==> src/rtl/cmac_lbus_pkg.sv <==
// Shared LBUS types, widths and tkeep helpers for the CMAC TX adapter.
package cmac_lbus_pkg;
  localparam int SEG_W     = 128;
  localparam int SEG_BYTES = 16;
  localparam int MTY_W     = 4;
  localparam int AXIS_W    = 512;
  localparam int KEEP_W    = AXIS_W / 8;

  typedef enum logic {
    ST_IDLE   = 1'b0,
    ST_IN_PKT = 1'b1
  } tx_state_e;

  typedef struct packed {
    logic [SEG_W-1:0] data;
    logic             ena;
    logic             sop;
    logic             eop;
    logic             err;
    logic [MTY_W-1:0] mty;
  } lbus_seg_t;

  // Empty-byte count of one segment; an all-zero keep reports 15 (one junk byte sent).
  function automatic logic [MTY_W-1:0] keep_to_mty(input logic [SEG_BYTES-1:0] keep);
    logic [MTY_W:0] pc;
    pc = '0;
    for (int i = 0; i < SEG_BYTES; i++) pc = pc + {{MTY_W{1'b0}}, keep[i]};
    if (pc == '0) return MTY_W'(SEG_BYTES - 1);
    return MTY_W'((MTY_W+1)'(SEG_BYTES) - pc);
  endfunction

  // True when the set bits of keep form one run starting at bit 0 (zero keep counts as contiguous).
  function automatic logic keep_contig(input logic [KEEP_W-1:0] keep);
    return ((keep & (keep + KEEP_W'(1))) == '0);
  endfunction
endpackage

==> src/rtl/cmac_lbus_tx_adapter_if.sv <==
// 512-bit AXI4-Stream bundle feeding the LBUS TX adapter.
interface cmac_lbus_tx_adapter_if;
  import cmac_lbus_pkg::*;
  logic [AXIS_W-1:0] tdata;
  logic [KEEP_W-1:0] tkeep;
  logic              tvalid;
  logic              tlast;
  logic              tready;

  modport master (output tdata, tkeep, tvalid, tlast, input tready);
  modport slave  (input tdata, tkeep, tvalid, tlast, output tready);
endinterface

==> src/rtl/cmac_lbus_seg_map.sv <==
// One LBUS segment: byte-reverse AXIS bytes into LBUS order, derive enable and empty count.
module cmac_lbus_seg_map
  import cmac_lbus_pkg::*;
(
  input  logic [SEG_W-1:0]     seg_data_i,
  input  logic [SEG_BYTES-1:0] seg_keep_i,
  output logic [SEG_W-1:0]     lbus_data_o,
  output logic                 ena_o,
  output logic [MTY_W-1:0]     mty_o
);
  // Segment byte 0 goes to the top byte lane of the LBUS word.
  always_comb begin
    lbus_data_o = '0;
    for (int j = 0; j < SEG_BYTES; j++) lbus_data_o[SEG_W-1-8*j -: 8] = seg_data_i[8*j +: 8];
  end

  assign ena_o = |seg_keep_i;
  assign mty_o = keep_to_mty(seg_keep_i);
endmodule

==> src/rtl/cmac_lbus_tx_adapter.sv <==
// AXIS 512b -> CMAC TX LBUS (4 x 128b) with one registered stage, packet framing and error tagging.
module cmac_lbus_tx_adapter
  import cmac_lbus_pkg::*;
#(
  parameter int SEG_CNT = 4,
  parameter int CNT_W   = 32
) (
  input  logic                 cmac_tx_clk,
  input  logic                 cmac_rst,
  input  logic                 tx_enable,
  cmac_lbus_tx_adapter_if.slave s_axis,
  input  logic                 tx_rdyout,
  input  logic                 tx_ovfout,
  input  logic                 tx_unfout,
  output logic [SEG_W-1:0]     tx_datain0, tx_datain1, tx_datain2, tx_datain3,
  output logic                 tx_enain0, tx_enain1, tx_enain2, tx_enain3,
  output logic                 tx_sopin0, tx_sopin1, tx_sopin2, tx_sopin3,
  output logic                 tx_eopin0, tx_eopin1, tx_eopin2, tx_eopin3,
  output logic                 tx_errin0, tx_errin1, tx_errin2, tx_errin3,
  output logic [MTY_W-1:0]     tx_mtyin0, tx_mtyin1, tx_mtyin2, tx_mtyin3,
  output logic [CNT_W-1:0]     pkt_cnt,
  output logic [CNT_W-1:0]     err_cnt,
  output logic                 ovf_sticky,
  output logic                 unf_sticky
);
  localparam int SEL_W = $clog2(SEG_CNT);

  tx_state_e          state_q, state_d;
  logic               rdy_q, pkt_err_q, ovf_q, unf_q;
  logic [CNT_W-1:0]   pkt_cnt_q, err_cnt_q;
  lbus_seg_t          seg_q [SEG_CNT];
  lbus_seg_t          seg_d [SEG_CNT];
  logic               tready, accept, beat_err, zero_last;
  logic [SEG_W-1:0]   map_data [SEG_CNT];
  logic [MTY_W-1:0]   map_mty  [SEG_CNT];
  logic [SEG_CNT-1:0] map_ena, ena_eff;
  logic [SEL_W-1:0]   eop_seg;

  for (genvar g = 0; g < SEG_CNT; g++) begin : g_seg
    cmac_lbus_seg_map u_seg_map (
      .seg_data_i (s_axis.tdata[g*SEG_W +: SEG_W]),
      .seg_keep_i (s_axis.tkeep[g*SEG_BYTES +: SEG_BYTES]),
      .lbus_data_o(map_data[g]),
      .ena_o      (map_ena[g]),
      .mty_o      (map_mty[g])
    );
  end

  // New packets wait for tx_enable; an open packet only waits for CMAC ready.
  assign tready        = rdy_q & (tx_enable | (state_q == ST_IN_PKT));
  assign accept        = s_axis.tvalid & tready;
  assign s_axis.tready = tready;

  // Next packet state from accepted beats.
  always_comb begin
    state_d = state_q;
    if (accept) state_d = s_axis.tlast ? ST_IDLE : ST_IN_PKT;
  end

  // Build the four LBUS segments of the current beat; fields stay zero on disabled segments.
  always_comb begin
    zero_last = s_axis.tlast && (s_axis.tkeep == '0);
    beat_err  = !keep_contig(s_axis.tkeep) || (!s_axis.tlast && (s_axis.tkeep != '1)) || zero_last;
    ena_eff   = map_ena;
    if (zero_last) ena_eff[0] = 1'b1;
    eop_seg = '0;
    for (int k = 0; k < SEG_CNT; k++) if (ena_eff[k]) eop_seg = SEL_W'(k);
    for (int k = 0; k < SEG_CNT; k++) begin
      seg_d[k] = '0;
      if (ena_eff[k]) begin
        seg_d[k].data = map_data[k];
        seg_d[k].ena  = 1'b1;
        seg_d[k].sop  = (k == 0) && (state_q == ST_IDLE);
        if (s_axis.tlast && (eop_seg == SEL_W'(k))) begin
          seg_d[k].eop = 1'b1;
          seg_d[k].err = pkt_err_q | beat_err;
          seg_d[k].mty = map_mty[k];
        end
      end
    end
  end

  // ---- stage boundary: accepted beat -> LBUS output register ----
  // Output register: an accepted beat appears on LBUS the next cycle, otherwise idle zeros.
  always_ff @(posedge cmac_tx_clk or posedge cmac_rst) begin
    if (cmac_rst) begin
      for (int k = 0; k < SEG_CNT; k++) seg_q[k] <= '0;
    end else begin
      for (int k = 0; k < SEG_CNT; k++) seg_q[k] <= accept ? seg_d[k] : '0;
    end
  end

  // Control state: FSM, ready pipe, packet error latch, counters and sticky CMAC flags.
  always_ff @(posedge cmac_tx_clk or posedge cmac_rst) begin
    if (cmac_rst) begin
      state_q   <= ST_IDLE;
      rdy_q     <= 1'b0;
      pkt_err_q <= 1'b0;
      pkt_cnt_q <= '0;
      err_cnt_q <= '0;
      ovf_q     <= 1'b0;
      unf_q     <= 1'b0;
    end else begin
      state_q <= state_d;
      rdy_q   <= tx_rdyout;
      ovf_q   <= ovf_q | tx_ovfout;
      unf_q   <= unf_q | tx_unfout;
      if (accept) begin
        if (s_axis.tlast) begin
          pkt_err_q <= 1'b0;
          pkt_cnt_q <= pkt_cnt_q + CNT_W'(1);
          if (pkt_err_q | beat_err) err_cnt_q <= err_cnt_q + CNT_W'(1);
        end else if (beat_err) begin
          pkt_err_q <= 1'b1;
        end
      end
    end
  end

  assign tx_datain0 = seg_q[0].data;  assign tx_datain1 = seg_q[1].data;
  assign tx_datain2 = seg_q[2].data;  assign tx_datain3 = seg_q[3].data;
  assign tx_enain0  = seg_q[0].ena;   assign tx_enain1  = seg_q[1].ena;
  assign tx_enain2  = seg_q[2].ena;   assign tx_enain3  = seg_q[3].ena;
  assign tx_sopin0  = seg_q[0].sop;   assign tx_sopin1  = seg_q[1].sop;
  assign tx_sopin2  = seg_q[2].sop;   assign tx_sopin3  = seg_q[3].sop;
  assign tx_eopin0  = seg_q[0].eop;   assign tx_eopin1  = seg_q[1].eop;
  assign tx_eopin2  = seg_q[2].eop;   assign tx_eopin3  = seg_q[3].eop;
  assign tx_errin0  = seg_q[0].err;   assign tx_errin1  = seg_q[1].err;
  assign tx_errin2  = seg_q[2].err;   assign tx_errin3  = seg_q[3].err;
  assign tx_mtyin0  = seg_q[0].mty;   assign tx_mtyin1  = seg_q[1].mty;
  assign tx_mtyin2  = seg_q[2].mty;   assign tx_mtyin3  = seg_q[3].mty;
  assign pkt_cnt    = pkt_cnt_q;
  assign err_cnt    = err_cnt_q;
  assign ovf_sticky = ovf_q;
  assign unf_sticky = unf_q;
endmodule

==> src/flat_wrapper.sv <==
// flat-port wrapper written by rule: the top's interface ports become plain ports
module cmac_lbus_tx_adapter_flat import cmac_lbus_pkg::*;
#(
  parameter int SEG_CNT = 4,
  parameter int CNT_W   = 32
)
  (cmac_tx_clk, cmac_rst, tx_enable, tx_rdyout, tx_ovfout, tx_unfout, tx_datain0, tx_datain1, tx_datain2, tx_datain3, tx_enain0, tx_enain1, tx_enain2, tx_enain3, tx_sopin0, tx_sopin1, tx_sopin2, tx_sopin3, tx_eopin0, tx_eopin1, tx_eopin2, tx_eopin3, tx_errin0, tx_errin1, tx_errin2, tx_errin3, tx_mtyin0, tx_mtyin1, tx_mtyin2, tx_mtyin3, pkt_cnt, err_cnt, ovf_sticky, unf_sticky, s_axis_tdata, s_axis_tkeep, s_axis_tvalid, s_axis_tlast, s_axis_tready);
  cmac_lbus_tx_adapter_if s_axis_i ();
  input  logic cmac_tx_clk;
  input  logic cmac_rst;
  input  logic tx_enable;
  input  logic tx_rdyout;
  input  logic tx_ovfout;
  input  logic tx_unfout;
  output logic [SEG_W-1:0] tx_datain0;
  output logic [SEG_W-1:0] tx_datain1;
  output logic [SEG_W-1:0] tx_datain2;
  output logic [SEG_W-1:0] tx_datain3;
  output logic tx_enain0;
  output logic tx_enain1;
  output logic tx_enain2;
  output logic tx_enain3;
  output logic tx_sopin0;
  output logic tx_sopin1;
  output logic tx_sopin2;
  output logic tx_sopin3;
  output logic tx_eopin0;
  output logic tx_eopin1;
  output logic tx_eopin2;
  output logic tx_eopin3;
  output logic tx_errin0;
  output logic tx_errin1;
  output logic tx_errin2;
  output logic tx_errin3;
  output logic [MTY_W-1:0] tx_mtyin0;
  output logic [MTY_W-1:0] tx_mtyin1;
  output logic [MTY_W-1:0] tx_mtyin2;
  output logic [MTY_W-1:0] tx_mtyin3;
  output logic [CNT_W-1:0] pkt_cnt;
  output logic [CNT_W-1:0] err_cnt;
  output logic ovf_sticky;
  output logic unf_sticky;
  input wire logic [$bits(s_axis_i.tdata)-1:0] s_axis_tdata;
  input wire logic [$bits(s_axis_i.tkeep)-1:0] s_axis_tkeep;
  input wire logic [$bits(s_axis_i.tvalid)-1:0] s_axis_tvalid;
  input wire logic [$bits(s_axis_i.tlast)-1:0] s_axis_tlast;
  output wire logic [$bits(s_axis_i.tready)-1:0] s_axis_tready;
  assign s_axis_i.tdata = s_axis_tdata;
  assign s_axis_i.tkeep = s_axis_tkeep;
  assign s_axis_i.tvalid = s_axis_tvalid;
  assign s_axis_i.tlast = s_axis_tlast;
  assign s_axis_tready = s_axis_i.tready;
  cmac_lbus_tx_adapter #(.SEG_CNT(SEG_CNT), .CNT_W(CNT_W)) u_core (.cmac_tx_clk(cmac_tx_clk), .cmac_rst(cmac_rst), .tx_enable(tx_enable), .s_axis(s_axis_i), .tx_rdyout(tx_rdyout), .tx_ovfout(tx_ovfout), .tx_unfout(tx_unfout), .tx_datain0(tx_datain0), .tx_datain1(tx_datain1), .tx_datain2(tx_datain2), .tx_datain3(tx_datain3), .tx_enain0(tx_enain0), .tx_enain1(tx_enain1), .tx_enain2(tx_enain2), .tx_enain3(tx_enain3), .tx_sopin0(tx_sopin0), .tx_sopin1(tx_sopin1), .tx_sopin2(tx_sopin2), .tx_sopin3(tx_sopin3), .tx_eopin0(tx_eopin0), .tx_eopin1(tx_eopin1), .tx_eopin2(tx_eopin2), .tx_eopin3(tx_eopin3), .tx_errin0(tx_errin0), .tx_errin1(tx_errin1), .tx_errin2(tx_errin2), .tx_errin3(tx_errin3), .tx_mtyin0(tx_mtyin0), .tx_mtyin1(tx_mtyin1), .tx_mtyin2(tx_mtyin2), .tx_mtyin3(tx_mtyin3), .pkt_cnt(pkt_cnt), .err_cnt(err_cnt), .ovf_sticky(ovf_sticky), .unf_sticky(unf_sticky));
endmodule
==> config.mk <==
export PLATFORM = sky130hd
export DESIGN_NAME = cmac_lbus_tx_adapter_flat
export DESIGN_NICKNAME = d
export VERILOG_FILES = /design/src/rtl/cmac_lbus_pkg.sv /design/src/rtl/cmac_lbus_tx_adapter_if.sv /design/src/rtl/cmac_lbus_seg_map.sv /design/src/rtl/cmac_lbus_tx_adapter.sv /design/src/flat_wrapper.sv
export SDC_FILE = /design/constraint.sdc
export NUM_CORES = 1
export LEC_CHECK = 0
export CORE_AREA = 2 2 464 466
export DETAILED_ROUTE_END_ITERATION = 8
export DIE_AREA = 0 0 466 468
export HOLD_SLACK_MARGIN = 0.08
export PLACE_DENSITY = 0.3
export SLEW_MARGIN = 20
export SYNTH_ARGS = -nofsm -noshare
export SYNTH_HDL_FRONTEND = slang
export SYNTH_SLANG_ARGS = --single-unit
==> constraint.sdc <==
create_clock -name cmac_tx_clk -period 33.7 [get_ports cmac_tx_clk]
set_clock_uncertainty 0.15 [all_clocks]
set_input_delay 3.37 -clock cmac_tx_clk [delete_from_list [all_inputs] [get_ports cmac_tx_clk]]
set_output_delay 3.37 -clock cmac_tx_clk [all_outputs]
set_load 0.01 [all_outputs]
# After elaboration in Yosys (flattened, before gate mapping)
# Index checks and enable logic that the tools add are counted.
# classes
addsub,67
n_eq_ne,4
mux,31
bitwise,8
reduce_logical,25
# op_table
op,count
136-bit two-way mux,8
5-bit by 1-bit adder with 5-bit output,44
64-bit logical NOT,2
"32-bit by 1-bit adder with 32-bit output, second input constant",2
"64-bit by 1-bit adder with 64-bit output, second input constant",1
64-bit bitwise AND,1
"64-bit != test, second input constant",1
16-bit OR reduction,4
4-bit two-way mux,8
6-bit two-way mux,4
4-bit by 1-bit adder with 5-bit output,4
5-bit logical NOT,4
3-bit by 1-bit adder with 4-bit output,4
"1-bit by 4-bit subtractor with 4-bit output, first input constant",4
2-bit by 1-bit adder with 3-bit output,4
1-bit two-way mux,9
1-bit by 1-bit adder with 2-bit output,4
1-bit logical AND,6
"2-bit equality test, second input constant",2
2-bit two-way mux,2
1-bit OR,4
2-bit AND reduction,2
3-bit AND reduction,1
1-bit bitwise AND,2
6 further kinds,8
# totals
reg_bits,613
inputBits,584
output_inout_bits,611

# Depth between registers and ports, before layout
# Gate-level depths: netlist of the first run.
# depth
ltp_word,21
mapped_depth,14
ltp_nobuf,14

# Cells and area by module
# Synthesis of the first run repeated with hierarchy kept, for this count alone.
# hier_totals
hier_cells,2388
area_unflattened_um2,27282.4
# modules_own_cells
mod,instances,cells_per_inst,area_each_um2,seq_area_each_um2
cmac_lbus_tx_adapter,1,1660,21501.9,15264.6
cmac_lbus_seg_map,4,182,1445.1,0.0

# Worst setup path after synthesis of the first run
# No wires, ideal clock.
# synth_path
kind,in2out
startpoint,input tx_enable
endpoint,output s_axis_tready
arrival_ns,3.568
t_required_ns,30.180
setup_slack_ns,26.612
stages,1
n_path_buf,0
path_cell_list,o21a_1
# synth_between
elab_chain_len,2
# synth_rtl
element,line,rtl
"start, declared",flat_wrapper.sv:11,input logic tx_enable;
1-bit OR,cmac_lbus_tx_adapter.sv:50,assign tready = rdy_q & (tx_enable | (state_q == ST_IN_PKT));
1-bit bitwise AND,cmac_lbus_tx_adapter.sv:50,
"end, declared",flat_wrapper.sv:47,output wire logic [$bits(s_axis_i.tready)-1:0] s_axis_tready;
# Every way passes these cells.

# Final worst setup path of the first run
# Ends and elaborated chain as after synthesis.

==> results of run 1 <==
[cells by family after synthesis]
| family | after synthesis |
|---|---|
| muxes | 5 |
| other | 1 |
| adders and majority gates | 75 |
| and+or+nand+nor | 829 |
| DFF | 610 |
| AOI/OAI and AO/OA | 72 |
| buffers and inverters | 190 |
| xor gates and xnor gates | 74 |
[routing by layer]
metal,track usage,share of wire,vias to the layer above
met5,0,0.00067,-
met4,0.0266,0.018,18
met3,0.0645,0.11,238
met2,0.218,0.44,957
met1,0.182,0.43,9892
li1,-,-,8628
[power groups by stage]
stage	Sequential (uW)	Combinational (uW)	Clock (uW)
2_1_floorplan	812	188	0
3_3_place_gp	801	446	0
3_5_place_dp	800	439	0
4_1_cts	788	442	985
5_1_grt	791	482	1010
6_report	788	430	938
[placed cells by master (no fill, tap or decap), types with 16 or more instances in the layout]
master,instances
ha_1,35
fa_1,40
inv_1,95
nand2_1,60
clkdlybuf4s50_1,1191
clkbuf_8,21
xnor2_1,64
nor3_1,23
and3_1,275
and2_1,265
nor4_1,16
dfrtp_1,610
clkbuf_16,90
clkbuf_1,25
nand3_1,51
nand4_1,38
buf_4,23
nor2_1,56
[cell usage after synthesis, drive strengths merged, types with 4 or more instances]
master	number	area (um^2)
o31ai	7	52.6
mux2i	4	40.0
buf	8	56.3
nor4	21	174
o21ai	15	75.1
a211oi	5	42.5
a22oi	6	45.0
nand4	40	263
and4	7	61.3
nand2	60	225
inv	96	360
nor3	23	115
a21oi	16	83.8
nor2b	4	25.0
ha	35	438
clkbuf	86	323
xnor2	64	561
or2	4	25.0
and2	266	1660
nor4b	5	43.8
and3	275	1720
nand3	54	285
fa	40	801
dfrtp	610	15300
xor2	10	87.6
a21o	4	30.0
or4	5	37.5
nor2	58	218
[worst max-delay path: stages]
cell and delay (ns):
clkdlybuf4s50_1 0.46, o21a_1 0.41, clkdlybuf4s50_1 0.73
[through the flow]
stage	total power, uW	hold WS, ns	area (um^2)	utilization	instances
final	2160	0.325	41600	0.195	5990
after global routing	2280	0.347	41600	0.195	5978
after CTS	2220	0.331	41600	0.195	5976
after detailed placement	1240	0.304	38700	0.181	5817
after global placement	1250	0.305	38700	0.181	5817
after floorplan	1000	0.287	23400	-	1858
[cell type report]
cell class | count | area (um^2) | share of cell area
Antenna cell | 14 | 35.0 | 0.000842
Clock buffer | 136 | 2640 | 0.0633
Clock inverter | 23 | 260 | 0.00625
Inverter | 96 | 368 | 0.00884
Multi-Input combinational cell | 1058 | 7400 | 0.178
Sequential cell | 610 | 15300 | 0.367
Tap cell | 2838 | 3550 | 0.0853
Timing Repair Buffer | 1215 | 12100 | 0.291
[flip-flops by register name, indices dropped and copies added, names as in the netlist, 4 cells and up]
signal	count
u_core.tx_mtyin2	4
u_core.tx_mtyin0	4
u_core.err_cnt	32
u_core.tx_mtyin1	4
u_core.tx_datain1	128
u_core.pkt_cnt	32
u_core.tx_mtyin3	4
u_core.tx_datain0	128
u_core.tx_datain2	128
u_core.tx_datain3	128
[worst max path at each step]
stage | startpoint | endpoint | slack (ns) | cells after the start
finish | tx_enable | s_axis_tready | 25.19 | 3
global route | tx_enable | s_axis_tready | 25.12 | 3
CTS | tx_enable | s_axis_tready | 25.10 | 3
detailed placement | cmac_rst | u_core.tx_datain2[0] | 24.86 | 7
global placement | cmac_rst | u_core.tx_datain2[0] | 24.80 | 7
floorplan | cmac_rst | u_core.err_cnt[0] | 13.10 | 1
==> key figures, run 1 <==
Run status
  • Status: complete, no violations

Die
  • DIE HEIGHT: ~470 um
  • Num ports: between 1k and 1.5k
  • Initial Util: 0.110
  • Core Rows: 170
  • Core box area: ~0.21 mm^2
  • DIE WIDTH: 466 um
  • Die outline area: 0.218 mm^2

Critical path
  • Worst Path Required: 30.18 ns
  • Startpoint types: input pin
  • Critical path class: input pin to output port
  • CP max FO: 3
  • Critical R2R Launch: u_core.pkt_err_q
  • Crit path capture type: output port
  • Arrival time of the worst setup path: between 4 and 5 ns
  • Capturing point of the worst reg2reg path: u_core.err_cnt[1]
  • Worst Reg-to-Reg Cells: 8
  • Reg2reg setup slack: between 20 and 30 ns

GRT
  • Total Routing Usage GR: 0.142
  • Initial antenna violation count: between 80 and 90
  • Vias in the first global route: ~21k
  • GRT overflow: 0
  • First-pass GRT wire length: ~210,000 um
  • Largest net degree at the start of global routing: 95

Timing
  • RSZ-0062 raised after global routing: false
  • Part of the cycle the worst path needs: 0.252
  • Max Freq: between 100 and 150 MHz
  • Normalized max-slew margin: 0.290
  • # setup viols final: 0
  • Fin Setup TNS: 0 ns
  • Worst setup margin: around 25 ns
  • Final min period: about 8.5 ns
  • Slew @ Worst Pin: approximately 1.1 ns
  • Final count of hold timing violations: 0
  • Pins Over Slew Limit: 0

Synth
  • EDFF count, synth: 0
  • Post-synthesis cell count: between 1.5k and 2k
  • Sequential cell area fraction in the yosys report: 0.653
  • FFs w/ async S/R, synth: 1.00
  • Post-Synth Simple-Gate Area: 0.210
  • XOR/XNOR Fraction of Synth Area: 0.0277
  • FF+latch count, synth: between 600 and 700
  • Synth Area in Adders: 0.0530
  • Syn Area/Cell: 12.6 um^2
  • Multiplexer share of the synthesized area: 0.00236
  • Yosys cell types: between 50 and 60
  • Post-synthesis compound-gate area fraction: 0.0212
  • Synth Flop Type: dfrtp_1
  • Synth Warn #: 0
  • Main combinational cell family by area after synthesis: simple AND/OR/NAND/NOR gates
  • Synthesized area: about 0.023 mm^2

Placed design
  • DP Worst Slack: roughly 25 ns
  • IO Port Bufs: around 1.2k
  • Detail Placement HPWL: around 130,000 um
  • GP Congestion: slightly below 0.9

Power
  • Net Sw Frac: 0.291
  • Power per cell area: 51.8 mW/mm^2
  • Clock share of power: 0.435
  • Seq pwr share: 0.365
  • Worst vdd ir: approximately 0.038 mV
  • Leakage power: about 0.018 uW
  • Sw Pwr: between 600 and 700 uW
  • P_int: between 1500 and 2000 uW
  • Combinational share of power: 0.199

Detailed routing
  • Post-DRT Antenna Nets: 0
  • Total Routed Length: ~160,000 um
  • DR iter-0 viols: between 1k and 1.5k
  • WL per Instance: between 20 and 30 um
  • Vias after detailed routing: between 15k and 20k
  • DRT Pass-1 Iters: 5
  • Residual DRC: 0
  • Routed vias/inst: ~3.3

Min path
  • Hold Path Cell Cnt: 1
  • Hold path startpoint: u_core.err_cnt[31]
  • Worst hold-check path type: flop to flop
  • Min-Delay Endpoint: u_core.err_cnt[31]

Clock tree
  • Clock Tree Buf Depth: 3
  • CTS Hold Bufs: 0
  • CTS sink cnt: between 600 and 700
  • CTS tree: yes
  • TritonCTS Buffers: between 80 and 90
  • Post_cts resized: 0
  • Clock slew at reported path FFs: roughly 0.05 ns
  • Post-CTS Setup Inserts: 0
  • Clk Latency, worst-skew pair: approximately 0.71 ns
  • H-tree depth: 3
  • Root Buffer: clkbuf_16

Layout
  • Layout net count: approximately 3.7k
  • Layout cell share with drive strength beyond 1: 0.0577
  • Fillcell total: approximately 23k
  • Area Overhead vs Synth: 78.1%

Job
  • Max-cap viol count: 0
Power figures use the tool's default switching activity.
==> inputs of run 2 (changes only) <==
--- a/config.mk
+++ b/config.mk
@@ -5,9 +5,9 @@
 export SDC_FILE = /design/constraint.sdc
 export NUM_CORES = 1
 export LEC_CHECK = 0
-export CORE_AREA = 2 2 464 466
+export CORE_AREA = 2 2 467 469
 export DETAILED_ROUTE_END_ITERATION = 8
-export DIE_AREA = 0 0 466 468
+export DIE_AREA = 0 0 469 471
 export HOLD_SLACK_MARGIN = 0.08
 export PLACE_DENSITY = 0.3
 export SLEW_MARGIN = 20
==> constraint.sdc (replaced) <==
create_clock -name cmac_tx_clk -period 8.2 [get_ports cmac_tx_clk]
set_clock_uncertainty 0.15 [all_clocks]
set_input_delay 0.82 -clock cmac_tx_clk [delete_from_list [all_inputs] [get_ports cmac_tx_clk]]
set_output_delay 0.82 -clock cmac_tx_clk [all_outputs]
set_load 0.01 [all_outputs]
==> key figures, run 2 (same netlist as run 1, synthesis figures left out) <==
Run status
  • Status: complete, no violations

Layout
  • Area Overhead vs Synth: 78.9%
  • Fillcell total: roughly 24k
  • Layout cell share with drive strength beyond 1: 0.0602
  • Commonest non-fill, non-tap cell in the layout: clkdlybuf4s50_1
  • Most frequent cells in the layout: clkdlybuf4s50_1, dfrtp_1, and3_1
  • Layout net count: around 3.7k
  • Post-route design area: 0.0418 mm^2

Min path
  • Hold Path Cell Cnt: 1
  • Hold path startpoint: u_core.unf_sticky
  • Min-Delay Endpoint: u_core.unf_sticky
  • Worst hold-check path type: flop to flop

Die
  • DIE HEIGHT: ~470 um
  • DIE WIDTH: 469 um
  • Core Rows: roughly 170
  • Initial Util: 0.108
  • Num ports: ~1.2k
  • Core box area: ~0.22 mm^2
  • Die outline area: ~0.22 mm^2

Power
  • Worst vdd ir: 0.141 mV
  • P_int: roughly 6400 uW
  • Net Sw Frac: 0.289
  • Combinational share of power: 0.197
  • Clock share of power: 0.443
  • Sw Pwr: between 2000 and 3000 uW
  • Leakage power: 0.0184 uW
  • Power per cell area: between 200 and 250 mW/mm^2
  • Seq pwr share: 0.360

Critical path
  • Reg2reg setup slack: approximately 4.7 ns
  • Capturing point of the worst reg2reg path: u_core.err_cnt[1]
  • CP delay by family, top: adder cells
  • Critical path class: input pin to flop
  • Arrival time of the worst setup path: approximately 5.0 ns
  • Crit path capture type: flop
  • CP peak stage delay: 0.62 ns
  • Slowest-stage cell, CP: clkdlybuf4s50_1
  • Worst Path Required: between 8 and 9 ns
  • Most used cell, CP: fa_1
  • Startpoint types: input pin
  • CP Cell Sequence: clkdlybuf4s50_1 -> fa_1 -> inv_1 -> fa_1 -> fa_1 -> fa_1 -> inv_1 -> ha_1 -> fa_1 -> inv_1 -> ha_1 -> o21ai_0 -> nor2_1 -> nor2_1 -> nor2_1
  • Worst Reg-to-Reg Cells: 8
  • WP buf/inv: 4
  • CP max FO: 7
  • Critical R2R Launch: u_core.pkt_err_q

Timing
  • Part of the cycle the worst path needs: 0.554
  • Normalized max-slew margin: 0.299
  • Max Freq: roughly 220 MHz
  • # setup viols final: 0
  • RSZ-0062 raised after global routing: false
  • Final count of hold timing violations: 0
  • Final min period: about 4.5 ns
  • Pins Over Slew Limit: 0
  • Worst setup margin: about 3.7 ns
  • Slew @ Worst Pin: roughly 1.1 ns

GRT
  • Largest net degree at the start of global routing: 125
  • Total Routing Usage GR: 0.137
  • Initial antenna violation count: 69
  • First-pass GRT wire length: 204,000 um
  • GRT overflow: 0
  • Vias in the first global route: 21.0k

Clock tree
  • CTS Hold Bufs: 0
  • CTS tree: yes
  • CTS sink cnt: a little over 600
  • Clock slew at reported path FFs: ~0.06 ns
  • H-tree depth: 3
  • TritonCTS Buffers: 88
  • Root Buffer: clkbuf_16
  • Post-CTS Setup Inserts: 0
  • Post_cts resized: 0
  • Clk Latency, worst-skew pair: just over 0.7 ns
  • Clock Tree Buf Depth: 3

Detailed routing
  • Post-DRT Antenna Nets: 0
  • Total Routed Length: roughly 160,000 um
  • DRT Pass-1 Iters: 6
  • Routed vias/inst: 3.26
  • DR iter-0 viols: ~1.1k
  • WL per Instance: about 26 um
  • Vias after detailed routing: around 20k
  • Residual DRC: 0

Placed design
  • IO Port Bufs: between 1k and 1.5k
  • DP Worst Slack: around 2.9 ns
  • Area of placed instances: 0.0387 mm^2
  • Detail Placement HPWL: around 130,000 um
  • GP Congestion: 0.897

Job
  • Max-cap viol count: 0
## run 2: metrics by stage
stage          std cells  TNS [ns]   util  power (uW)  hold slack, ns
2_1_floorplan       1858   -666.79      -        4110           0.287
3_3_place_gp        5834         0  0.179        5120           0.305
3_5_place_dp        5834         0  0.179        5100           0.306
4_1_cts             5993         0  0.193        9230           0.314
5_1_grt             6001         0  0.193        9500           0.333
6_report            6017         0  0.193        9000           0.319
## run 2: worst register-to-register path, cell delays in order, from the launching register on
cell	delay [ns]
dfrtp_1	0.44
a2111o_1	0.32
a2111oi_0	0.41
nand4_1	0.16
or4_1	0.64
nor4_4	0.57
a21oi_2	0.11
buf_4	0.24
mux2_4	0.34
## run 2: area by class of cell
| class | instances | area, um^2 | area share |
|---|---|---|---|
| antenna | 24 | 60.1 | 0.00144 |
| clock buffer | 126 | 2550 | 0.0611 |
| clock inverter | 33 | 428 | 0.0102 |
| inverter | 96 | 364 | 0.00871 |
| multi-input combinational | 1058 | 7380 | 0.177 |
| sequential | 610 | 15300 | 0.365 |
| tap | 2854 | 3570 | 0.0855 |
| timing repair buffer | 1216 | 12200 | 0.291 |
## run 2: worst max-delay path by stage
stage                          start               endpoint  slack [ns]  cells past startpoint
floorplan                   cmac_rst      u_core.err_cnt[0]       -1.09                      1
global placement    s_axis_tkeep[17]  u_core.tx_datain0[90]        2.89                     11
detailed placement  s_axis_tkeep[19]    u_core.tx_mtyin1[2]        2.91                     15
CTS                 s_axis_tkeep[19]    u_core.tx_mtyin1[2]        3.73                     15
global route        s_axis_tkeep[19]    u_core.tx_mtyin1[0]        3.49                     15
finish              s_axis_tkeep[19]    u_core.tx_mtyin1[2]        3.65                     15
## run 2: power groups by stage
| stage | clock, uW | combinational (uW) | sequential, uW |
|---|---|---|---|
| after floorplan | 0 | 772 | 3340 |
| after global placement | 0 | 1830 | 3290 |
| after detailed placement | 0 | 1810 | 3290 |
| after CTS | 4170 | 1830 | 3240 |
| after global routing | 4270 | 1980 | 3250 |
| final | 3980 | 1780 | 3240 |
## run 2: layer usage
layer | GRT usage | wire, um | up-vias
met5 | 0 | 143 | -
met4 | 0.0324 | 3260 | 24
met3 | 0.0632 | 16900 | 207
met2 | 0.208 | 68600 | 957
met1 | 0.174 | 67200 | 9785
li1 | - | - | 8618
==> inputs of run 3 (changes only) <==
==> constraint.sdc (replaced) <==
create_clock -name cmac_tx_clk -period 4.5 [get_ports cmac_tx_clk]
set_clock_uncertainty 0.15 [all_clocks]
set_input_delay 0.45 -clock cmac_tx_clk [delete_from_list [all_inputs] [get_ports cmac_tx_clk]]
set_output_delay 0.45 -clock cmac_tx_clk [all_outputs]
set_load 0.01 [all_outputs]
==> key figures, run 3 (same netlist as run 1, synthesis figures left out) <==
Timing
  • Fin Setup TNS: 0 ns
  • RSZ-0062 raised after global routing: false
  • Pins Over Slew Limit: 0
  • Final min period: around 4 ns
  • Slew @ Worst Pin: about 0.82 ns
  • # setup viols final: 0
  • Normalized max-slew margin: 0.451
  • Final count of hold timing violations: 0
  • Part of the cycle the worst path needs: 0.899
  • Max Freq: ~250 MHz

Critical path
  • CP max FO: 2
  • Arrival time of the worst setup path: 4.47 ns
  • Critical path class: input pin to flop
  • Worst Path Required: approximately 4.9 ns
  • Startpoint types: input pin
  • Crit path capture type: flop

Placed design
  • Cells after DPL: between 5k and 6k
  • GP Congestion: roughly 0.86
  • IO Port Bufs: between 1k and 1.5k
  • Detail Placement HPWL: between 100,000 and 150,000 um
  • Area of placed instances: 0.0396 mm^2

Min path
  • Worst hold-check path type: input pin to flop

Die
  • Initial Util: 0.108
  • Core Rows: around 170
  • DIE WIDTH: approximately 470 um
  • Die outline area: about 0.22 mm^2
  • Num ports: between 1k and 1.5k
  • Core box area: roughly 0.22 mm^2
  • DIE HEIGHT: 471 um

Clock tree
  • Clock Tree Buf Depth: 3
  • CTS sink cnt: between 600 and 700
  • H-tree depth: 3
  • Clk Latency, worst-skew pair: between 0.6 and 0.7 ns
  • Clock slew at reported path FFs: 0.06 ns
  • Root Buffer: clkbuf_16
  • TritonCTS Buffers: 87
  • CTS tree: yes

Layout
  • Layout net count: ~4.0k
  • Multi-input logic area: 0.00738 mm^2
  • Final non-filler cell total: approximately 6.3k
  • Layout cell share with drive strength beyond 1: 0.0830
  • Fillcell total: about 24k
  • Most frequent cells in the layout: clkdlybuf4s50_1, dfrtp_1, and3_1
  • Commonest non-fill, non-tap cell in the layout: clkdlybuf4s50_1
  • Register area: 0.0153 mm^2
  • Post-route design area: ~0.045 mm^2
  • Area Overhead vs Synth: 91.0%

GRT
  • Total Routing Usage GR: 0.138
  • Largest net degree at the start of global routing: about 180
  • Initial antenna violation count: 75
  • First-pass GRT wire length: roughly 210,000 um
  • GRT overflow: 0
  • Vias in the first global route: between 20k and 25k

Power
  • Leakage power: around 0.02 uW
  • Power per cell area: around 370 mW/mm^2
  • Worst vdd ir: around 0.28 mV

Detailed routing
  • Vias after detailed routing: approximately 21k
  • DRT Pass-1 Iters: 5
  • Total Routed Length: between 150,000 and 200,000 um
  • Routed vias/inst: ~3.3
  • Post-DRT Antenna Nets: 0
  • Residual DRC: 0
  • DR iter-0 viols: just over 900
  • WL per Instance: ~25 um

Run status
  • Status: complete, no violations

Job
  • Max-cap viol count: 0
-- run 3: report_power, final --
group / leakage, uW / switching [uW] / total [uW] / internal, uW
combinational: 0.0101 / 1710 / 3580 / 1870
sequential: 0.00828 / 157 / 5900 / 5740
clock: 0.00142 / 2900 / 7130 / 4230
total: 0.0198 / 4770 / 16600 / 11800
-- run 3: per-stage QoR --
stage          utilization  hold slack [ns]  power [uW]  worst slack (ns)
2_1_floorplan            -            0.287        7490             -4.42
3_3_place_gp         0.183            0.311        9540            -0.338
3_5_place_dp         0.183            0.319        9490            -0.336
4_1_cts              0.206           0.0801       17100             0.498
5_1_grt              0.206            0.104       17600             0.305
6_report             0.206            0.178       16600             0.455
-- run 3: final cells by class --
cell class	count	area share
flip-flops and latches	610	0.342
repair buffers	1522	0.338
multi-input cells	1058	0.165
well taps	2854	0.0800
clock buffers	125	0.0561
clock inverters	33	0.00878
inverters	96	0.00816
diodes	19	0.00107
-- run 3: critical path, cell delays in order --
cell and delay [ns]:
clkdlybuf4s50_1 0.55, fa_1 0.58, inv_1 0.05, fa_1 0.52
fa_1 0.43, fa_1 0.48, inv_1 0.04, ha_1 0.19
fa_1 0.51, inv_1 0.05, ha_1 0.21, o21ai_0 0.12
nand2_1 0.09, mux2i_1 0.13, nor2_1 0.05
-- run 3: timing repair --
action,in CTS,in global routing
setup buffers,0,0
endpoints found under the hold margin,211,0
hold buffers,202,0
gates resized for setup,0,0
-- run 3: path summary, 6_finish.rpt --
path,start,cells after the start,slack (ns),endpoint
setup / recovery,s_axis_tkeep[0],15,0.46,u_core.tx_mtyin0[3]
hold / removal,s_axis_tdata[437],2,0.18,u_core.tx_datain3[77]
setup reg to reg,u_core.pkt_err_q,9,1.21,u_core.err_cnt[1]
hold reg to reg,u_core.state_q,1,0.31,u_core.tx_sopin0
max in group asynchronous,cmac_rst,5,2.36,u_core.tx_datain0[4]
min in group asynchronous,cmac_rst,3,0.65,u_core.tx_datain2[103]
-- run 3: metal layers --
layer,routed length (um),track usage,up-vias
li1,-,-,9235
met1,67300,0.172,10200
met2,67800,0.206,870
met3,18800,0.0745,242
met4,3860,0.0387,52
met5,328,0,-
